==> config.mk <==
export PLATFORM = sky130hd
export DESIGN_NAME = fbram_responder
export DESIGN_NICKNAME = d
export VERILOG_FILES = /design/src/rtl/fbram_responder.sv
export SDC_FILE = /design/constraint.sdc
export NUM_CORES = 1
export LEC_CHECK = 0
export CORE_MARGIN = 2
export CORE_UTILIZATION = 62
export DETAILED_ROUTE_END_ITERATION = 8
export GPL_TIMING_DRIVEN = 0
export PLACE_DENSITY_LB_ADDON = 0.1
export SYNTH_ARGS = -nofsm -noshare
export SYNTH_HDL_FRONTEND = slang
export SYNTH_SLANG_ARGS = --single-unit
export TNS_END_PERCENT = 5
==> constraint.sdc <==
create_clock -name clk -period 4 [get_ports clk]
set_input_delay 0.6 -clock clk [delete_from_list [all_inputs] [get_ports clk]]
set_output_delay 0.6 -clock clk [all_outputs]
set_load 0.05 [all_outputs]
==> src/rtl/fbram_responder.sv <==
// Program/data RAM for the FBCPU core. It zero-fills, takes a program image over a valid/ready port, then serves the core.
// Optional CPU write protection of the low address range is enabled by defining FBRAM_PROTECT_EN.
module fbram_responder #(
    parameter int ADDRESS_WIDTH = 6,
    parameter int DATA_WIDTH    = 10,
    parameter int PROT_LIMIT    = 16
) (
    input  logic                     clk,
    input  logic                     rst,
    input  logic [ADDRESS_WIDTH-1:0] MAR,
    input  logic                     RAMWr,
    input  logic [DATA_WIDTH-1:0]    MDRIn,
    output logic [DATA_WIDTH-1:0]    MDROut,
    input  logic                     ld_valid,
    input  logic [DATA_WIDTH-1:0]    ld_data,
    input  logic                     ld_last,
    output logic                     ld_ready,
    input  logic                     reload,
    output logic                     cpu_rst,
    output logic                     ld_done,
    output logic                     prot_viol,
    output logic [7:0]               prot_cnt
);
    localparam int DEPTH = 1 << ADDRESS_WIDTH;

    typedef enum logic [1:0] {ST_CLEAR, ST_LOAD, ST_RUN} state_t;

    state_t                   state_reg, state_next;
    logic [ADDRESS_WIDTH-1:0] cptr_reg, lptr_reg;
    logic [DATA_WIDTH-1:0]    mem [DEPTH];
    logic [DATA_WIDTH-1:0]    mdrout_reg;

    logic                     load_accept;
    logic                     cpu_blocked;
    logic                     wr_en;
    logic [ADDRESS_WIDTH-1:0] wr_addr;
    logic [DATA_WIDTH-1:0]    wr_data;

    assign load_accept = ld_valid && (state_reg == ST_LOAD);

    always_ff @(posedge clk or negedge rst) begin
        if (!rst) begin
            state_reg <= ST_CLEAR;
        end else begin
            state_reg <= state_next;
        end
    end

    // Clear pointer restarts from 0 whenever CLEAR is (re)entered; it wraps to 0 on its last word.
    always_ff @(posedge clk or negedge rst) begin
        if (!rst) begin
            cptr_reg <= '0;
            lptr_reg <= '0;
        end else begin
            if (state_reg == ST_CLEAR) begin
                cptr_reg <= cptr_reg + 1'b1;
            end else begin
                cptr_reg <= '0;
            end
            if (state_reg != ST_LOAD) begin
                lptr_reg <= '0;
            end else if (load_accept) begin
                lptr_reg <= lptr_reg + 1'b1;
            end
        end
    end

    always_comb begin
        state_next = state_reg;
        case (state_reg)
            ST_CLEAR: if (cptr_reg == '1) state_next = ST_LOAD;
            ST_LOAD:  if (load_accept && (ld_last || lptr_reg == '1)) state_next = ST_RUN;
            ST_RUN:   if (reload) state_next = ST_CLEAR;
            default:  state_next = ST_CLEAR;
        endcase
    end

    always_comb begin
        ld_ready = (state_reg == ST_LOAD);
        ld_done  = (state_reg == ST_RUN);
        cpu_rst  = (state_reg != ST_RUN);
    end

    // Single write port shared by the clear sweep, the loader and the core.
    always_comb begin
        wr_en   = 1'b0;
        wr_addr = cptr_reg;
        wr_data = '0;
        case (state_reg)
            ST_CLEAR: wr_en = 1'b1;
            ST_LOAD: begin
                wr_en   = load_accept;
                wr_addr = lptr_reg;
                wr_data = ld_data;
            end
            ST_RUN: begin
                wr_en   = RAMWr && !cpu_blocked;
                wr_addr = MAR;
                wr_data = MDRIn;
            end
            default: wr_en = 1'b0;
        endcase
    end

    always_ff @(posedge clk) begin
        if (wr_en) begin
            mem[wr_addr] <= wr_data;
        end
    end

    // Read-first: the read register samples the array before a same-edge write lands.
    always_ff @(posedge clk or negedge rst) begin
        if (!rst) begin
            mdrout_reg <= '0;
        end else if (state_reg == ST_RUN) begin
            mdrout_reg <= mem[MAR];
        end else begin
            mdrout_reg <= '0;
        end
    end

    assign MDROut = mdrout_reg;

`ifdef FBRAM_PROTECT_EN
    localparam logic [ADDRESS_WIDTH:0] PROT_LIM = PROT_LIMIT[ADDRESS_WIDTH:0];

    logic       prot_hit;
    logic       prot_viol_reg;
    logic [7:0] prot_cnt_reg;

    assign cpu_blocked = ({1'b0, MAR} < PROT_LIM);
    assign prot_hit    = (state_reg == ST_RUN) && RAMWr && cpu_blocked;

    always_ff @(posedge clk or negedge rst) begin
        if (!rst) begin
            prot_viol_reg <= 1'b0;
            prot_cnt_reg  <= '0;
        end else begin
            prot_viol_reg <= prot_hit;
            if (prot_hit && prot_cnt_reg != 8'hFF) begin
                prot_cnt_reg <= prot_cnt_reg + 1'b1;
            end
        end
    end

    assign prot_viol = prot_viol_reg;
    assign prot_cnt  = prot_cnt_reg;
`else
    logic prot_unused;

    assign prot_unused = (PROT_LIMIT != 0);
    assign cpu_blocked = 1'b0;
    assign prot_viol   = 1'b0;
    assign prot_cnt    = '0;
`endif

endmodule

# Word-level counts from Yosys, hierarchy flattened
# Memories as Yosys holds them, arrays and structs flattened.
# Cells that the tools add are included.
[word_totals]
reg_bits = 24
ram_bits = 640
inputBits = 32
elab_cells = 35
mem_count = 1
[memory_table]
columns = ["memory", "depth", "width", "rd", "rd_ports_with_merged_regs", "write_ports", "line_no", "text"]
rows = [
  ["mem", 64, 10, 1, 0, 1, "30", "logic [DATA_WIDTH-1:0] mem [DEPTH];"],
]
[op_classes]
n_addsub = 2
n_eq_ne = 9
mux = 13
reduce_logical = 6
[op_table]
columns = ["operator", "count"]
rows = [
  ["10-bit one-hot mux with 2 select lines", 1],
  ["6-bit 2-to-1 mux", 3],
  ["6-bit by 1-bit adder with 6-bit output (second input constant)", 2],
  ["6-bit == test (second input constant)", 2],
  ["6-bit one-hot mux with 2 select lines", 1],
  ["10-bit 2-to-1 mux", 1],
  ["2-bit 2-to-1 mux", 3],
  ["2-bit by 1-bit inequality test with 1-bit output (second input constant)", 3],
  ["2-bit one-hot mux with 3 select lines", 1],
  ["2-bit inequality test (second input constant)", 2],
  ["1-bit one-hot mux with 3 select lines", 1],
  ["3-bit AND reduction", 1],
  ["2-bit by 1-bit == test with 1-bit output (second input constant)", 1],
  ["2-bit == test (second input constant)", 1],
  ["1-bit logical AND", 2],
  ["2-bit zero test", 1],
  ["1-bit 2-to-1 mux", 2],
  ["2-bit nonzero test", 1],
  ["1-bit logical OR", 1],
]

# Depth between registers and ports, before layout
# Gate-level depths: netlist of run 1.
[logic_depth]
depth_word = 5
ltp_mapped = 9

# Worst setup path after synthesis of run 1
# No wires, ideal clock.
[synth_path]
path_type = "register to register"
startpoint = "reg state_reg[1]"
endpoint = "mem mem[0][0] (data pin)"
setup_time_ps = 516
arrival_time_ps = 3274
t_required_ps = 3484
path_slack_ps = 210
stages_incl_launch_ff = 7
synth_period_minus_slack_ps = 3790
path_cell_list = "dfrtp_1 > inv_1 > ha_1 > buf_2 > clkbuf_1 > a22oi_1 > nor2b_1"
[synth_via]
elab_chain_len = 2
elab_cells_between_ends = 3
cone_classes = "eq/ne (2); mux (1)"
[synth_rtl]
columns = ["item", "line_no", "text"]
rows = [
  ["start, declared", "28", "state_t state_reg, state_next;"],
  ["start signal, assigned", "45", "state_reg <= state_next;"],
  ["2-bit by 1-bit == test with 1-bit output", "n/a", ""],
  ["via ld_ready", "17", "output logic ld_ready,"],
  ["10-bit one-hot mux with 2 select lines", "89", "case (state_reg)"],
  ["via wr_data[0]", "37", "logic [DATA_WIDTH-1:0] wr_data;"],
  ["end, declared", "30", ""],
]
# The timed path passes the listed nets, and every way through them passes these cells.

# Worst setup path in the final report of run 1
[layout_path]
startpoint = "reg state_reg[0]"
endpoint = "mem mem[1][4] (enable)"
[layout_via]
elab_chain_len = 5
elab_cells_between_ends = 8
cone_classes = "eq/ne (2); mux (4); reduce/logical (2)"
[layout_rtl]
columns = ["item", "line_no", "text"]
rows = [
  ["2-bit by 1-bit == test with 1-bit output", "39, 89", ""],
  ["1-bit logical AND", "39", "assign load_accept = ld_valid && (state_reg == ST_LOAD);"],
  ["1-bit one-hot mux with 3 select lines", "89", ""],
  ["1-bit 2-to-1 mux", "106", "if (wr_en) begin"],
  ["1-bit 2-to-1 mux (implied by the code)", "107", "mem[wr_addr] <= wr_data;"],
]
# Parallel ways exist; a longest one is shown, timed or not.

==> run_results.csv, run 1 <==
group,metric,value,unit
timing,holdWs,422,ps
critical_path,critPathArrivalTime,4130,ps
global_route,antenna_found_initial,2,
yosys,synthCells,1241,
critical_path,cp.depth,9,
critical_path,r2r_end,"mem[1][4]$_DFFE_PP_",
critical_path,cp_slowest_cell,"nor2_1",
cells_and_area,n_fill_cell,2517,
yosys,yosys_warnings,0,
die,die_h,209,um
routing,vias,13493,
critical_path,cp-endpoint,"mem[1][4]$_DFFE_PP_",
cells_and_area,syn_to_final_growth,12.9,%
global_route,grt_pass1_vias,13169,
cells_and_area,drive_above_1_share,22.3,%
routing,drt-pass1-iter-count,6,
routing,drt_wl_total,65.5,mm
routing,drt-initial-drc-count,2119,
clock_network,hold_buffers,0,
placed_design,portBuffers,40,
critical_path,crit_family,"simple AND/OR/NAND/NOR gates",
yosys,synth-seq-area-share,75.8,%
yosys,ys_types,52,
job,max-cap-violations,0,
critical_path,crit_chain,"inv_1 -> ha_1 -> clkbuf_1 -> buf_2 -> nor2_1 -> a21o_1 -> nor2_1 -> nand3_1 -> nor2_1",
critical_path,critPathBufInv,3,
die,die_x,209,um
critical_path,critPathLaunch,"state_reg[0]$_DFFE_PN0P_",
placed_design,dp_hpwl,42.8,mm
routing,drtAntennaViolNets,0,
clock_network,cts_tree,"done",
critical_path,reg2reg_depth,9,
routing,viasPerCell,6.89,
clock_network,clk_pin_slew,60,ps
clock_network,cts_made_buffers,66,
timing,rsz0062_at_grt,"yes",
timing,fin_crit,3940,ps
timing,hold_viol,0,
yosys,synthDominantCellAreaShare,73.5,%
critical_path,crit_required,4190,ps
critical_path,crit_fanout,10,
timing,fmax,254,MHz
clock_network,cts_sinks,664,
critical_path,cp-start-kind,"flip-flop",
routing,drc_errors,0,
timing,clock_skew,13.1,ps
die,die_area,43800,um^2
yosys,syn_area,26200,um^2
cells_and_area,seqCellArea,19800,um^2
global_route,overflow,0,
pwr,leakagePower,7.78,nW
critical_path,reg2reg_setup_slack,60,ps
yosys,synthTopCellsByArea,"edfxtp_1, mux4_2, dfrtp_1",
cells_and_area,multiInputGateArea,5940,um^2
hold_path,hp-start,"ld_valid",
status,outcome,"complete, no violations",
hold_path,hp-class,"in2reg",
pwr,power.density,461,nW/um^2
pwr,p_total,13.6,mW
cells_and_area,nNetsFinal,1406,
global_route,gr-usage-met1,44.7,%
timing,relSlewSlack,13.8,%
critical_path,worst_setup_path_end_kind,"flip-flop",
placed_design,gp_congestion,1.04,
clock_network,cts.htree.levels,3,
global_route,grt_pass1_wl,93.3,mm
clock_network,cts-root-buf,"clkbuf_16",
yosys,postSynthAreaPerCell,21.1,um^2
clock_network,cts_post_setup_buffers_inserted,0,
cells_and_area,largest_reg_flops,640,
timing,finalSetupViolCount,0,
critical_path,crit_top_cell,"nor2_1",
timing,min_period_over_period,98.5,%
critical_path,slowest_delay,1110,ps
yosys,ys_ff_latch,664,
die,ios,54,
clock_network,cts.path.max_buffers,3,
pwr,ir_drop,0.380,mV
critical_path,reg2reg_from,"state_reg[0]$_DFFE_PN0P_",
global_route,grt.total_usage,30.8,%
timing,max_slew.worst_pin.slew,1290,ps
global_route,grt_max_degree,51,
global_route,busiest_layer,"met2",
global_route,use_met3,6.73,%
die,core-area,41800,um^2
global_route,gr-usage-met2,46.3,%
die,start_util,62.6,%
cells_and_area,regMostFlops,"mem",
die,num_rows,75,
critical_path,critical_path_class,"reg2reg",
yosys,synth_top_cell_by_area,"edfxtp_1",
routing,wl_per_cell,33.5,um
timing,slew_violations,0,
clock_network,clkLatencyLatePin,590,ps
[Yosys cell counts (all sizes together)]
cell	n
a211oi	10
a21boi	1
a21o	4
a21oi	10
a221oi	3
a22o	2
a22oi	16
a31o	1
a31oi	4
a32oi	1
and2	6
and2b	1
and3	3
buf	56
clkbuf	16
conb	1
dfrtp	24
edfxtp	640
ha	7
inv	5
mux2	11
mux2i	37
mux4	160
nand2	33
nand2b	4
nand3	19
nand3b	1
nand4	4
nor2	83
nor2b	15
nor3	1
nor4b	1
o211ai	1
o21ai	4
o221ai	5
o22ai	29
o31ai	2
o32ai	1
o41ai	5
or3	4
or3b	2
xnor2	6
xor2	2
[power by group]
group | switching [mW] | total (mW) | internal (mW) | leakage, nW
registers | 0 | 7.50 | 7.50 | 4.78
clock network | 2.48 | 5.75 | 3.27 | 0.962
logic | 0.227 | 0.365 | 0.138 | 2.04
total | 2.71 | 13.6 | 10.9 | 7.78
[repair_timing]
action                                  CTS  global route
resized for setup                         0             3
endpoints found under the hold margin     0             0
endpoints found under the setup margin    0            51
[cells in the final DEF, fill, tap and decap left out, drive strengths merged, types with 3 or more instances in the layout]
cell type / instances
a21o: 4
or3: 4
a221oi: 3
dfrtp: 24
o22ai: 29
o41ai: 5
and3: 3
mux2i: 37
mux2: 11
nor2: 83
mux4: 160
inv: 8
nand2: 33
a22oi: 16
clkinv: 29
a211oi: 10
clkdlybuf4s50: 40
conb: 9
o221ai: 5
bufinv: 3
clkbuf: 99
a31oi: 4
and2: 6
o21ai: 4
nand3: 19
buf: 66
nand2b: 4
nor2b: 15
a21oi: 10
ha: 7
edfxtp: 640
xnor2: 6
nand4: 4
[final cells by class]
type | count | share of cell area [%]
Antenna cell | 1 | 0.00848
Buffer | 72 | 1.63
Clock buffer | 83 | 5.88
Clock inverter | 35 | 0.792
Inverter | 5 | 0.0636
Multi-Input combinational cell | 508 | 20.1
Sequential cell | 664 | 67.1
Tap cell | 539 | 2.28
Timing Repair Buffer | 50 | 2.08
[worst reg2reg max path, cell delays in order, from the launching register on]
cell,delay [ps]
dfrtp_1,420
inv_1,90
ha_1,270
clkbuf_1,260
buf_2,270
nor2_1,90
a21o_1,170
nor2_1,240
nand3_1,630
nor2_1,1110
[layer usage]
metal / share of wire (%) / vias to the layer above
li1: - / 5411
met1: 39 / 7052
met2: 46 / 850
met3: 10 / 180
met4: 4.7 / 0
met5: 0 / -
[worst min-delay path by stage]
stage,end,slack (ps),cells past startpoint
finish,lptr_reg[1]$_DFFE_PN0P_,420,3
global route,lptr_reg[1]$_DFFE_PN0P_,430,3
CTS,lptr_reg[1]$_DFFE_PN0P_,410,3
detailed placement,cptr_reg[0]$_DFF_PN0_,520,1
global placement,cptr_reg[0]$_DFF_PN0_,500,1
floorplan,MDROut[0]$_DFF_PN0_,300,0
[cell families after synthesis]
| family | share of synthesized area (%) |
|---|---|
| flops | 75.8 |
| buf+inv | 1.91 |
| xor+xnor | 0.268 |
| simple gates | 3.08 |
| mux | 15.9 |
| compound gates | 2.66 |
| other cells | 0.0143 |
| fa+ha+maj | 0.335 |
[metrics by stage]
stage	setup TNS, ps	worst slack, ps	instances	util, %	instance area (um^2)
floorplan	0	210	1249	-	26200
global placement	-1053850	-2080	1828	65.3	27300
detailed placement	-471	-25.3	1838	66.0	27500
CTS	0	173	1956	70.7	29500
global route	-1180	-60.6	1956	70.7	29500
finish	0	60.7	1957	70.7	29500
Power figures use the tool's default switching activity.
==> inputs of run 2 (changes only) <==
Settings changed: CORE_ASPECT_RATIO from default to 0.7.
==> run 2 against run 1 <==
Effect of this change:
- the run now ends with design-rule violations, negative setup slack left
- register-to-register slack worse by 120 ps
- final area about the same
- clock skew rose by 1.2 ps
- clock power is 3% lower
- flip-flop and latch count unchanged
- sequential power about the same
- via count shrank 0.53%
- combinational power grew 1%
- core utilization grew 0.78 points
==> run_results.csv, run 2 (same netlist as run 1, synthesis figures left out) <==
group,metric,value,unit
clock_network,hold_buffers,0,
routing,drt-pass1-iter-count,9,
status,outcome,"finished with violations",
critical_path,crit_fanout,10,
routing,vias,13422,
critical_path,r2r_end,"mem[11][0]$_DFFE_PP_",
critical_path,crit_required,4200,ps
global_route,antenna_found_initial,0,
pwr,p_total,13.5,mW
clock_network,cts_made_buffers,57,
cells_and_area,layout_common_cells,"edfxtp_1, mux4_2, nor2_1, clkbuf_16, clkdlybuf4s50_1",
timing,holdWs,433,ps
placed_design,gp_congestion,0.975,
cells_and_area,syn_to_final_growth,12.8,%
routing,drc_errors,3,
clock_network,cts.htree.levels,2,
critical_path,worst_setup_path_end_kind,"flip-flop",
hold_path,hp-class,"in2reg",
timing,max_slew.worst_pin.slew,1360,ps
critical_path,reg2reg_setup_slack,-60,ps
timing,layout_setup_ws,-57.7,ps
cells_and_area,drive_above_1_share,24.0,%
cells_and_area,nNetsFinal,1398,
global_route,grt_pass1_wl,93.4,mm
job,max-cap-violations,0,
cells_and_area,final_common_cell,"edfxtp_1",
timing,finalSetupTns,-1120,ps
global_route,grt.total_usage,30.8,%
timing,relSlewSlack,8.73,%
die,die_h,176,um
routing,drt-initial-drc-count,2150,
timing,slew_violations,0,
critical_path,critical_path_class,"reg2reg",
timing,fmax,246,MHz
global_route,grt_max_degree,53,
clock_network,clkLatencyLatePin,600,ps
pwr,p_clk_share,41.5,%
hold_path,hp-start,"ld_valid",
clock_network,cts-root-buf,"clkbuf_16",
pwr,power.density,456,nW/um^2
die,die_x,249,um
hold_path,holdPathEnd,"lptr_reg[1]$_DFFE_PN0P_",
clock_network,cts.path.max_buffers,3,
die,die_area,43900,um^2
clock_network,cts_post_setup_buffers_inserted,0,
critical_path,reg2reg_from,"state_reg[0]$_DFFE_PN0P_",
routing,viasPerCell,6.89,
cells_and_area,antennaDiodeCount,0,
timing,clock_skew,14.3,ps
routing,wl_per_cell,33.7,um
routing,drt_wl_total,65.6,mm
die,start_util,63.4,%
timing,rsz0062_at_grt,"yes",
timing,fin_crit,4060,ps
die,core-area,41300,um^2
hold_path,holdPathStages,3,
critical_path,reg2reg_depth,9,
pwr,combPwrFrac,2.7,%
critical_path,cp-start-kind,"flip-flop",
clock_network,cts_tree,"done",
clock_network,clk_pin_slew,70,ps
die,ios,54,
pwr,switching_share,19.8,%
placed_design,dp_hpwl,42.7,mm
global_route,grt_pass1_vias,12926,
timing,finalSetupViolCount,30,
die,num_rows,62,
pwr,ir_drop,0.397,mV
placed_design,portBuffers,40,
clock_network,cts_sinks,664,
timing,hold_viol,0,
global_route,overflow,0,
critical_path,critPathArrivalTime,4260,ps
timing,min_period_over_period,101,%
routing,drtAntennaViolNets,0,
status,violations,"design-rule violations, negative setup slack",
pwr,seqPwrFrac,55.7,%
placed_design,dp_slack,-33.3,ps
pwr,power_switching,2.67,mW
pwr,intPower,10.8,mW
pwr,leakagePower,7.74,nW
cells_and_area,regMostFlops,"mem",
cells_and_area,largest_reg_flops,640,
run 2: changes by cell type in the layout (fill, tap and decap cells not counted), moves of 2 or more:
cell / before / now
bufinv_16: 3 / 7
nor2_2: 4 / 22
clkinvlp_4: 0 / 4
clkinv_1: 22 / 11
nor2_1: 79 / 61
clkbuf_1: 32 / 26
clkinv_2: 7 / 9
clkbuf_16: 67 / 59
inv_6: 3 / 1
run 2: how the worst max path moves through the flow:
| stage | start | end | slack [ps] | cells past startpoint |
|---|---|---|---|---|
| floorplan | state_reg[1]$_DFFE_PN0P_ | mem[0][0]$_DFFE_PP_ | 210 | 6 |
| global placement | state_reg[0]$_DFFE_PN0P_ | mem[24][2]$_DFFE_PP_ | -2070 | 6 |
| finish | state_reg[0]$_DFFE_PN0P_ | mem[11][0]$_DFFE_PP_ | -60 | 9 |
| detailed placement | MAR[2] | mem[61][5]$_DFFE_PP_ | -30 | 7 |
| global route | state_reg[0]$_DFFE_PN0P_ | mem[55][1]$_DFFE_PP_ | -190 | 9 |
| CTS | state_reg[0]$_DFFE_PN0P_ | mem[53][0]$_DFFE_PP_ | 120 | 9 |
run 2: layout make-up:
type | count | area [um^2]
Timing Repair Buffer | 51 | 643
Fill cell | 2478 | 11800
Tap cell | 544 | 681
Clock inverter | 33 | 344
Multi-Input combinational cell | 508 | 5990
Sequential cell | 664 | 19800
Clock buffer | 70 | 1530
Inverter | 5 | 18.8
Buffer | 72 | 482
run 2: critical path: stages (launching register included):
cell	delay, ps
dfrtp_1	420
inv_1	80
ha_1	270
clkbuf_1	290
buf_2	280
nor2_1	90
a21o_1	180
nor2_1	200
nand3_1	720
nor2_1	1130
run 2: what timing repair did:
item / in CTS / in global routing
resized for setup: 0 / 21
endpoints found under the hold margin: 0 / 0
endpoints found under the setup margin: 0 / 348
run 2: metal layers:
layer | part of all wire, % | global-route usage [%]
met5 | 0 | 0
met4 | 2.4 | 7.45
met3 | 14 | 9.56
met2 | 43 | 42.7
met1 | 40 | 48.5
run 2: stage by stage:
stage | instances | cell area [um^2] | utilization [%]
5_1_grt | 1947 | 29500 | 71.5
6_report | 1947 | 29500 | 71.5
2_1_floorplan | 1249 | 26200 | -
4_1_cts | 1947 | 29500 | 71.4
3_3_place_gp | 1833 | 27300 | 66.1
3_5_place_dp | 1844 | 27600 | 66.8
run 2: power by group through the flow:
| stage | clock network (mW) | logic (mW) | registers (mW) |
|---|---|---|---|
| 6_report | 5.59 | 0.369 | 7.50 |
| 5_1_grt | 5.89 | 0.379 | 7.50 |
| 4_1_cts | 5.62 | 0.364 | 7.50 |
| 3_5_place_dp | 0 | 0.363 | 7.65 |
| 3_3_place_gp | 0 | 0.362 | 7.65 |
| 2_1_floorplan | 0 | 0.221 | 7.65 |
==> inputs of run 3 (changes only) <==
Settings changed: CTS_CLUSTER_DIAMETER from default to 30.
==> run 3 against run 2 <==
Effect of this change:
- the run ends with negative setup slack left
- worst hold slack lost 14 ps
- final cell count grew 3.9%
- core utilization grew 3.6 points
- critical path type unchanged
- largest cell class unchanged
==> run_results.csv, run 3 (same netlist as run 1, synthesis figures left out) <==
group,metric,value,unit
status,outcome,"finished with violations",
status,violations,"negative setup slack",
timing,finalSetupTns,-507,ps
global_route,overflow,0,
job,max-cap-violations,0,
routing,drt-pass1-iter-count,5,
routing,drt-initial-drc-count,2163,
timing,clock_skew,22.2,ps
routing,drt_wl_total,67.6,mm
timing,max_slew.worst_pin.slew,1270,ps
critical_path,crit_fanout,10,
global_route,grt_pass1_vias,13444,
timing,relSlewSlack,15.3,%
global_route,grt_max_degree,53,
placed_design,dp_hpwl,42.7,mm
clock_network,cts.htree.levels,3,
cells_and_area,syn_to_final_growth,18.6,%
timing,rsz0062_at_grt,"yes",
clock_network,cts.path.max_buffers,3,
clock_network,clk_pin_slew,60,ps
clock_network,clkLatencyLatePin,640,ps
cells_and_area,antennaDiodeCount,0,
routing,viasPerCell,6.78,
cells_and_area,final_common_cell,"edfxtp_1",
timing,layout_setup_ws,-45.9,ps
die,start_util,63.4,%
die,ios,54,
die,die_h,176,um
hold_path,hp-class,"in2reg",
placed_design,dp_slack,-33.3,ps
clock_network,cts_sinks,664,
routing,vias,13707,
critical_path,worst_setup_path_end_kind,"flip-flop",
pwr,power.density,534,nW/um^2
timing,finalSetupViolCount,20,
clock_network,cts_made_buffers,95,
clock_network,cts-root-buf,"clkbuf_16",
timing,hold_viol,0,
pwr,p_total,16.6,mW
timing,fmax,247,MHz
critical_path,critical_path_class,"reg2reg",
cells_and_area,regMostFlops,"mem",
die,num_rows,62,
clock_network,cts_tree,"done",
placed_design,portBuffers,40,
clock_network,hold_buffers,0,
routing,drtAntennaViolNets,0,
pwr,ir_drop,0.533,mV
die,die_area,43900,um^2
global_route,grt_pass1_wl,96.9,mm
routing,wl_per_cell,33.4,um
critical_path,cp-start-kind,"flip-flop",
placed_design,placed_area,27600,um^2
cells_and_area,largest_reg_flops,640,
cells_and_area,n_fill_cell,2279,
cells_and_area,fin_area,31000,um^2
global_route,grt.total_usage,32.1,%
critical_path,critPathArrivalTime,4290,ps
pwr,leakagePower,8.43,nW
placed_design,gp_congestion,0.975,
cells_and_area,drive_above_1_share,28.9,%
critical_path,crit_required,4240,ps
timing,slew_violations,0,
global_route,antenna_found_initial,0,
die,core-area,41300,um^2
cells_and_area,seqCellArea,19800,um^2
cells_and_area,nNetsFinal,1436,
timing,fin_crit,4050,ps
cells_and_area,layout_common_cells,"edfxtp_1, mux4_2, clkbuf_16, nor2_1, clkdlybuf4s50_1",
cells_and_area,multiInputGateArea,5990,um^2
timing,min_period_over_period,101,%
clock_network,cts_post_setup_buffers_inserted,0,
die,die_x,249,um
routing,drc_errors,0,
## run 3: routing by layer
layer	track usage, %	wire (um)
met1	49.0	27100
met2	45.0	29400
met3	10.4	9330
met4	9.26	1690
met5	0	0
## run 3: final timing paths
| kind | cells after the start | start | slack [ps] | to |
|---|---|---|---|---|
| setup / recovery | 9 | state_reg[0]$_DFFE_PN0P_ | -50 | mem[23][4]$_DFFE_PP_ |
| hold / removal | 3 | ld_valid | 420 | lptr_reg[0]$_DFFE_PN0P_ |
| setup reg to reg | 9 | state_reg[0]$_DFFE_PN0P_ | -50 | mem[23][4]$_DFFE_PP_ |
| hold reg to reg | 1 | cptr_reg[0]$_DFF_PN0_ | 490 | cptr_reg[0]$_DFF_PN0_ |
| max in group asynchronous | 1 | rst | 2610 | lptr_reg[2]$_DFFE_PN0P_ |
| min in group asynchronous | 1 | rst | 630 | MDROut[2]$_DFF_PN0_ |
## run 3: through the flow
stage	utilization [%]	instances	hold WS (ps)
floorplan	-	1249	304
global placement	66.1	1833	473
detailed placement	66.8	1844	483
CTS	75.0	2023	385
global route	75.1	2023	415
finish	75.1	2023	419
## run 3: what timing repair did
action,4_1_cts,5_1_grt
hold endpoints to repair,0,0
resized for setup,0,23
endpoints found under the setup margin,0,351
## run 3: worst max-delay path: stages, from the launching register on
cell	delay, ps
dfrtp_1	410
inv_1	80
ha_1	270
clkbuf_1	290
buf_2	280
nor2_1	90
a21o_1	170
nor2_1	190
nand3_1	670
nor2_1	1200
## run 3: area by class of cell
class / count / area share (%)
clock inverter: 78 / 3.10
tap: 544 / 2.20
inverter: 5 / 0.0605
sequential: 664 / 63.9
buffer: 72 / 1.55
timing repair buffer: 51 / 2.07
clock buffer: 101 / 7.77
multi-input combinational: 508 / 19.3
## run 3: power breakdown
group          total [mW]  switching (mW)  internal (mW)
sequential           7.51               0           7.51
clock                8.68            3.34           5.35
combinational       0.368           0.230          0.138
